===== src/rtl/radar_window_buffer.sv =====
// radar_window_buffer
//   Sliding-window buffer for the radar noise-reducer path. Holds the last
//   DEPTH accepted points and presents them as one DEPTH-wide window to the
//   downstream filter kernel. Once the window is full, a window is emitted
//   every STRIDE accepted points. A per-slot mask marks which slots hold real
//   points; empty slots read as FILL_VAL.
//
// Ports
//   clk        clock, all logic on the rising edge
//   rst        synchronous active-high reset (overrides flush and handshakes)
//   flush      synchronous clear of contents; drops any pending window
//   in_valid   upstream point valid
//   in_ready   buffer can take a point this cycle (combinational)
//   in_data    incoming point
//   win_valid  window available (registered)
//   win_ready  downstream takes the window
//   win_data   slot k at [k*DATA_W +: DATA_W]; slot DEPTH-1 is the newest
//   win_mask   bit k set when slot k holds a real point
//   win_full   fill_cnt == DEPTH
//   fill_cnt   points held, saturates at DEPTH
module radar_window_buffer #(
  parameter int                DATA_W   = 128,
  parameter int                DEPTH    = 5,
  parameter int                STRIDE   = 1,
  parameter logic [DATA_W-1:0] FILL_VAL = '1
) (
  input  logic                       clk,
  input  logic                       rst,
  input  logic                       flush,
  input  logic                       in_valid,
  output logic                       in_ready,
  input  logic [DATA_W-1:0]          in_data,
  output logic                       win_valid,
  input  logic                       win_ready,
  output logic [DEPTH*DATA_W-1:0]    win_data,
  output logic [DEPTH-1:0]           win_mask,
  output logic                       win_full,
  output logic [$clog2(DEPTH+1)-1:0] fill_cnt
);

  localparam int CNT_W = $clog2(DEPTH+1);
  localparam logic [CNT_W-1:0] ONE_C    = CNT_W'(1);
  localparam logic [CNT_W-1:0] LAST_C   = CNT_W'(DEPTH-1);
  localparam logic [CNT_W-1:0] DEPTH_C  = CNT_W'(DEPTH);
  localparam logic [CNT_W-1:0] STRIDE_C = CNT_W'(STRIDE);

  typedef enum logic [1:0] {EMPTY, FILLING, STEADY} state_t;

  state_t                  state_reg, state_next;
  logic [CNT_W-1:0]        fill_reg, fill_next;
  logic [CNT_W-1:0]        stride_reg, stride_next;
  logic [DEPTH-1:0]        mask_reg, mask_next;
  logic                    win_valid_reg, win_valid_next;
  logic                    win_full_reg;
  logic [DEPTH*DATA_W-1:0] win_reg, win_next;
  logic                    accept, transfer, emit;

  // A pending, unconsumed window blocks input so it can never be overwritten.
  assign in_ready = !rst && !flush && (!win_valid_reg || win_ready);
  assign accept   = in_valid && in_ready;
  assign transfer = win_valid_reg && win_ready;

  // Shifted window contents: each slot takes its newer neighbour, the top
  // slot takes the incoming point.
  genvar gi;
  generate
    for (gi = 0; gi < DEPTH; gi++) begin : g_slot
      if (gi == DEPTH-1) begin : g_top
        assign win_next[gi*DATA_W +: DATA_W] = in_data;
      end else begin : g_mid
        assign win_next[gi*DATA_W +: DATA_W] = win_reg[(gi+1)*DATA_W +: DATA_W];
      end
    end
  endgenerate

  always_comb begin
    state_next     = state_reg;
    fill_next      = fill_reg;
    stride_next    = stride_reg;
    mask_next      = mask_reg;
    win_valid_next = win_valid_reg;
    emit           = 1'b0;

    if (transfer) begin
      win_valid_next = 1'b0;
    end

    if (flush) begin
      state_next     = EMPTY;
      fill_next      = '0;
      stride_next    = '0;
      mask_next      = '0;
      win_valid_next = 1'b0;
    end else if (accept) begin
      mask_next = {1'b1, mask_reg[DEPTH-1:1]};
      case (state_reg)
        EMPTY: begin
          fill_next  = ONE_C;
          state_next = FILLING;
        end
        FILLING: begin
          fill_next = fill_reg + ONE_C;
          // The accept that completes the window emits the first one.
          if (fill_reg == LAST_C) begin
            state_next  = STEADY;
            stride_next = '0;
            emit        = 1'b1;
          end
        end
        STEADY: begin
          if (stride_reg + ONE_C == STRIDE_C) begin
            stride_next = '0;
            emit        = 1'b1;
          end else begin
            stride_next = stride_reg + ONE_C;
          end
        end
        default: begin
          state_next = EMPTY;
        end
      endcase
      // A new trigger wins over a same-cycle transfer: valid stays high.
      if (emit) begin
        win_valid_next = 1'b1;
      end
    end
  end

  always_ff @(posedge clk) begin
    if (rst) begin
      state_reg     <= EMPTY;
      fill_reg      <= '0;
      stride_reg    <= '0;
      mask_reg      <= '0;
      win_valid_reg <= 1'b0;
      win_full_reg  <= 1'b0;
      win_reg       <= {DEPTH{FILL_VAL}};
    end else begin
      state_reg     <= state_next;
      fill_reg      <= fill_next;
      stride_reg    <= stride_next;
      mask_reg      <= mask_next;
      win_valid_reg <= win_valid_next;
      win_full_reg  <= (fill_next == DEPTH_C);
      if (flush) begin
        win_reg <= {DEPTH{FILL_VAL}};
      end else if (accept) begin
        win_reg <= win_next;
      end
    end
  end

  assign win_valid = win_valid_reg;
  assign win_data  = win_reg;
  assign win_mask  = mask_reg;
  assign win_full  = win_full_reg;
  assign fill_cnt  = fill_reg;

endmodule

===== config.mk =====
export PLATFORM = sky130hd
export DESIGN_NAME = radar_window_buffer
export DESIGN_NICKNAME = d
export VERILOG_FILES = /design/src/rtl/radar_window_buffer.sv
export SDC_FILE = /design/constraint.sdc
export NUM_CORES = 1
export LEC_CHECK = 0
export BUFFER_PORTS_ARGS = -buffer_cell sky130_fd_sc_hd__buf_2
export CORE_AREA = 2 2 304 306
export DETAILED_ROUTE_END_ITERATION = 16
export DIE_AREA = 0 0 306 308
export SYNTH_ARGS = -nofsm -noshare
export SYNTH_HDL_FRONTEND = slang
export SYNTH_SLANG_ARGS = --single-unit

===== constraint.sdc =====
create_clock -name clk -period 2.95 [get_ports clk]
set_input_delay 0 -clock clk [delete_from_list [all_inputs] [get_ports clk]]
set_output_delay 0 -clock clk [all_outputs]
set_load 0.01 [all_outputs]

==> results_dict.tcl, run 1 <==
set metrics [dict create \
    outcome "completed" \
    setup_slack_ps 326 \
    utilization 0.344 \
    initial_core_util 0.248 \
    endpoint "win_valid$_SDFF_PP0_" \
    r2r.worst_path.cells 7 \
    synthDistinctLibCells 32 \
    fin_skew_ps 16.8 \
    die_h_um 308 \
    grt_pass1_vias 19500 \
    wirelength_um 79500 \
    crit_required_ps 3500 \
    place_hpwl_um 55300 \
    gp_congestion 0.869 \
    path_common_cell "dlygate4sd3_1" \
    numCtsBuffers 74 \
    cts_tree "built" \
    r2r-start "win_valid$_SDFF_PP0_" \
    drtPass1Iterations 5 \
    critical_path_class "primary input to register" \
    synth-simple-area-share 0.364 \
    clk_latency_ps 630 \
    io_pins 784 \
    gr-total-overflow 0 \
    critPathMaxStageDelay_ps 710 \
    fin_crit_ps 2620 \
    tightest_slew_ps 752 \
    viasPerCell 4.43 \
    finalMaxSlewViolations 0 \
    reg2reg_to "win_data[618]$_SDFFE_PP1N_" \
    rows 111 \
    drc 0 \
    htreeDepth 3 \
    min_period_over_period 0.890 \
    clock-sinks 655 \
    core-area_um2 91000 \
    path_cells "dlygate4sd3_1 > buf_2 > nor2_4 > dlygate4sd3_1 > buf_4 > nand3_1 > dlygate4sd3_1 > o22ai_1 > dlygate4sd3_1" \
    cap_violations 0 \
    synth_top_cell_by_area "dfxtp_1" \
    min_path_type "primary input to register" \
    drive_gt1_frac 0.250 \
    critPathSlowestCell "dlygate4sd3_1" \
    antenna_found_initial 4 \
    use_met1 0.208 \
    synth_edf_count 0 \
    ff_latch_area_um2 13100 \
    synth_flop_cell "dfxtp_1" \
    grt_util_met3 0.0321 \
    arrival_ps 3180 \
    synth_xor_xnor_area_share 0 \
    rsz0062_at_grt "false" \
    grt.total_usage 0.158 \
    path_clk_slew_ps 60 \
    synth_fp_nets 3010 \
    syn_inst 2868 \
    ir_drop_mv 0.441 \
    num_antenna_cells 0 \
    nFillCells 9608 \
    syn_to_final_growth_pct 38.7 \
    r2r_setup_slack_ps 680 \
    syn_area_um2 22600 \
    cts_root_buf "clkbuf_16" \
    start_kind "primary input" \
    async_reset_ff_frac 0 \
    slew_headroom 0.498 \
    synthTopCellsByCount "1288 x nand2_1, 655 x dfxtp_1, 647 x nand3_1" \
    post-place-ws_ps 947 \
    grt_max_degree 141 \
    finalNonFillerCells 4933 \
    finalHoldViolCount 0 \
    die_w_um 306 \
    critPathLaunch "rst" \
    synth_top_family_by_area "simple AND/OR/NAND/NOR gates" \
    synth_top_area_frac 0.581 \
    largest_register_ffs 640 \
    dieArea_um2 94200 \
    crit_fanout 22 \
    synth-seq-cells 655 \
    power.density_nw_per_um2 635 \
    setup_violations 0 \
    setup.worst_path.end_class "register" \
    ant_nets 0 \
    synth-adder-area-share 0.00499 \
    grt_first_pass_wirelength_um 118000 \
    ys_top_cells_by_area "dfxtp_1 58%, nand2_1 21%, nand3_1 14%" \
    drtIter0Drc 2068 \
    grt.busiest_layer "met2" \
    fmax_mhz 381 \
    grt_use_met2 0.252 \
    io_buffers 783 \
    num-nets-final 3830 \
    avgSynthCellArea_um2 7.88 \
    vias 21900 \
    post_drt_wl_per_cell_um 16.1 \
    synth_most_common_cell "nand2_1" \
    multi_input_area_um2 8490 \
    place_inst 4654 \
    muxShareOfSynthArea 0 \
    post_cts_resized 0 \
    synth_compound_area_frac 0.00532 \
    setup_tns_ps 0 \
    leakage_uw 0.0148 \
    ys_seq_area_frac 0.581 \
    cts_buffer_depth 3 \
    yosysWarnings 0 \
]
metrics by stage:
stage | area (um2) | hold slack [ps] | power (uW)
global placement | 27400 | 205 | 10700
detailed placement | 27400 | 211 | 10700
CTS | 31300 | 59.8 | 20200
global route | 31300 | 93.2 | 20700
floorplan | 22600 | 124 | 10200
finish | 31300 | 118 | 19900
cell families after synthesis:
family,count (synthesis)
buffers and inverters,224
and+or+nand+nor,1963
AOI/OAI and AO/OA,17
adders and majority gates,9
DFF,655
layout by cell type, fill, tap and decap left out, types with 2 or more instances in the layout:
cell,n
inv_1,8
inv_16,2
nor2b_1,3
a21oi_1,2
nand4_1,3
nand3_1,646
buf_12,13
nor3_1,2
buf_2,783
clkinv_2,10
a32oi_1,2
inv_6,3
a32o_1,2
nor2_1,10
ha_1,9
nand2_1,1288
clkbuf_16,77
clkbuf_1,19
clkinvlp_4,4
dlygate4sd3_1,144
bufinv_16,2
o21ai_0,4
clkbuf_8,17
buf_4,20
a31oi_1,2
dfxtp_1,655
where the power goes:
group / switching, uW / internal, uW
Combinational: 881 / 582
Clock: 3790 / 5430
Sequential: 158 / 9040
per-layer routing:
layer  vias to the layer above  part of all wire
met5                         -           0.00058
met4                         6             0.035
met3                       159             0.055
met2                       707              0.47
met1                     10100              0.44
li1                      10900                 -
critical path, delay by kind of cell:
family | cells | cell delay (ps)
AOI/OAI and AO/OA | 1 | 120
buffers and inverters | 6 | 2860
and+or+nand+nor | 2 | 190
area by class of cell:
type                       count  share of cell area
sequential                   655               0.418
multi-input combinational   1989               0.271
timing repair buffer         960               0.184
clock buffer                 113              0.0712
tap                         1186              0.0474
clock inverter                22             0.00687
inverter                       8            0.000958
worst min path at each step:
| stage | slack (ps) | end | cells past startpoint | startpoint |
|---|---|---|---|---|
| floorplan | 120 | win_data[604]$_SDFFE_PP1N_ | 2 | in_data[92] |
| global placement | 210 | win_data[547]$_SDFFE_PP1N_ | 3 | in_data[35] |
| detailed placement | 210 | win_data[613]$_SDFFE_PP1N_ | 3 | in_data[101] |
| CTS | 60 | win_data[547]$_SDFFE_PP1N_ | 4 | in_data[35] |
| global route | 90 | win_data[545]$_SDFFE_PP1N_ | 4 | in_data[33] |
| finish | 120 | win_data[543]$_SDFFE_PP1N_ | 4 | in_data[31] |
timing repair:
item                                    in CTS  in global routing
buffers inserted                             0                  0
hold buffers                               144                  0
endpoints found under the hold margin      203                  0
endpoints found under the setup margin       0                  0
Power figures use the tool's default switching activity.
==> inputs of run 2 (changes only) <==
--- a/config.mk
+++ b/config.mk
@@ -9,6 +9,7 @@
 export CORE_AREA = 2 2 304 306
 export DETAILED_ROUTE_END_ITERATION = 16
 export DIE_AREA = 0 0 306 308
+export REMOVE_ABC_BUFFERS = 1
 export SYNTH_ARGS = -nofsm -noshare
 export SYNTH_HDL_FRONTEND = slang
 export SYNTH_SLANG_ARGS = --single-unit
==> results_dict.tcl, run 2 (synthesis gave the netlist of run 1 again) <==
set metrics [dict create \
    outcome "completed" \
    setup_violations 0 \
    min_path_type "primary input to register" \
    cts_buffer_depth 3 \
    fin_skew_ps 13.6 \
    min_period_over_period 0.782 \
    setup_tns_ps 0 \
    power.total_uw 20200 \
    start_kind "register" \
    place_hpwl_um 52900 \
    core-area_um2 91000 \
    ant_nets 0 \
    die_w_um 306 \
    dieArea_um2 94200 \
    placed_cell_area_um2 27600 \
    internal_power_uw 15500 \
    cts_tree "built" \
    crit_fanout 88 \
    power_frac_seq 0.454 \
    utilization 0.348 \
    rows 111 \
    drc 0 \
    numCtsBuffers 75 \
    wirelength_um 77000 \
    drtPass1Iterations 5 \
    htreeDepth 3 \
    ir_drop_mv 0.398 \
    vias 21900 \
    leakage_uw 0.0150 \
    io_buffers 783 \
    path_cells "nor2b_1 > nor3_4 > buf_12 > buf_12 > nand2_1 > nand3_1 > dlygate4sd3_1" \
    grt.total_usage 0.154 \
    crit_required_ps 3510 \
    multi_input_area_um2 8490 \
    drive_gt1_frac 0.254 \
    tightest_slew_ps 819 \
    critPathSlowestCell "dlygate4sd3_1" \
    fin_area_um2 31700 \
    post_drt_wl_per_cell_um 15.6 \
    path_common_cell "buf_12" \
    fmax_mhz 433 \
    ff_latch_area_um2 13100 \
    rsz0062_at_grt "false" \
    critPathMaxStageDelay_ps 560 \
    cts_hold_buf 150 \
    post_cts.repair.setup_buffers 0 \
    fin_crit_ps 2310 \
    comb_power_share 0.073 \
    clkPwrFrac 0.473 \
    critical_path_class "register to register" \
    grt_first_pass_wirelength_um 116000 \
    syn_to_final_growth_pct 40.2 \
    io_pins 784 \
    die_h_um 308 \
    arrival_ps 2860 \
    power.density_nw_per_um2 640 \
    r2r.worst_path.cells 7 \
    num_antenna_cells 0 \
    post_cts_resized 0 \
    drtIter0Drc 1926 \
    clk_latency_ps 610 \
    gp_congestion 0.866 \
    slew_headroom 0.454 \
    mostFrequentLayoutCells "1288 x nand2_1, 783 x buf_2, 655 x dfxtp_1, 646 x nand3_1, 150 x dlygate4sd3_1" \
    antenna_found_initial 0 \
    finalMaxSlewViolations 0 \
    min_path_cells 4 \
    mostFrequentLayoutCell "nand2_1" \
    largest_register_ffs 640 \
    viasPerCell 4.41 \
    grt_max_degree 142 \
    p_sw_uw 4790 \
    clock-sinks 655 \
    grt_pass1_vias 19800 \
    path_clk_slew_ps 60 \
    initial_core_util 0.248 \
    gr-total-overflow 0 \
    setup.worst_path.end_class "register" \
    swShare 0.237 \
    finalHoldViolCount 0 \
    nFillCells 9512 \
    num-nets-final 3849 \
    cap_violations 0 \
    cts_root_buf "clkbuf_16" \
]
[run 2: per-layer routing]
| layer | share of wire | wire length (um) | vias to the layer above | track usage |
|---|---|---|---|---|
| met5 | 0 | 0 | - | 0 |
| met4 | 0.037 | 2850 | 0 | 0.0621 |
| met3 | 0.065 | 4980 | 155 | 0.0379 |
| met2 | 0.47 | 36600 | 689 | 0.251 |
| met1 | 0.42 | 32600 | 10100 | 0.195 |
| li1 | - | - | 10900 | - |
[run 2: path summary, 6_finish.rpt]
kind	start	to	slack [ps]
worst min register to register	win_mask[4]$_SDFFE_PP0N_	win_mask[3]$_SDFFE_PP0N_	460
worst max register to register	win_valid$_SDFF_PP0_	win_data[524]$_SDFFE_PP1N_	640
worst max-delay path	win_valid$_SDFF_PP0_	win_data[524]$_SDFFE_PP1N_	640
worst min-delay path	in_data[83]	win_data[595]$_SDFFE_PP1N_	130
[run 2: area by class of cell]
| cell class | instances | area share |
|---|---|---|
| Timing Repair Buffer | 978 | 0.189 |
| Inverter | 8 | 0.000949 |
| Multi-Input combinational cell | 1989 | 0.268 |
| Clock inverter | 27 | 0.00881 |
| Clock buffer | 108 | 0.0720 |
| Sequential cell | 655 | 0.414 |
| Tap cell | 1186 | 0.0469 |
[run 2: per-stage QoR]
| stage | setup slack (ps) | cells | hold WS (ps) |
|---|---|---|---|
| global route | 489 | 4951 | 83.9 |
| CTS | 606 | 4951 | 62.1 |
| detailed placement | 951 | 4666 | 213 |
| finish | 642 | 4951 | 132 |
| floorplan | -51250 | 2652 | 124 |
| global placement | 993 | 4666 | 207 |
[run 2: critical path: cells and delay by family, from the launching register on]
kind	cells	cell delay (ps)
buffers and inverters	3	1210
flip-flops	1	320
AND/OR/NAND/NOR	4	620
[run 2: power groups by stage]
| stage | logic, uW | clock network [uW] | registers [uW] |
|---|---|---|---|
| after global routing | 1650 | 10200 | 9220 |
| after detailed placement | 1330 | 0 | 9390 |
| after floorplan | 1640 | 0 | 9460 |
| final | 1480 | 9570 | 9200 |
| after CTS | 1480 | 9830 | 9200 |
| after global placement | 1320 | 0 | 9390 |
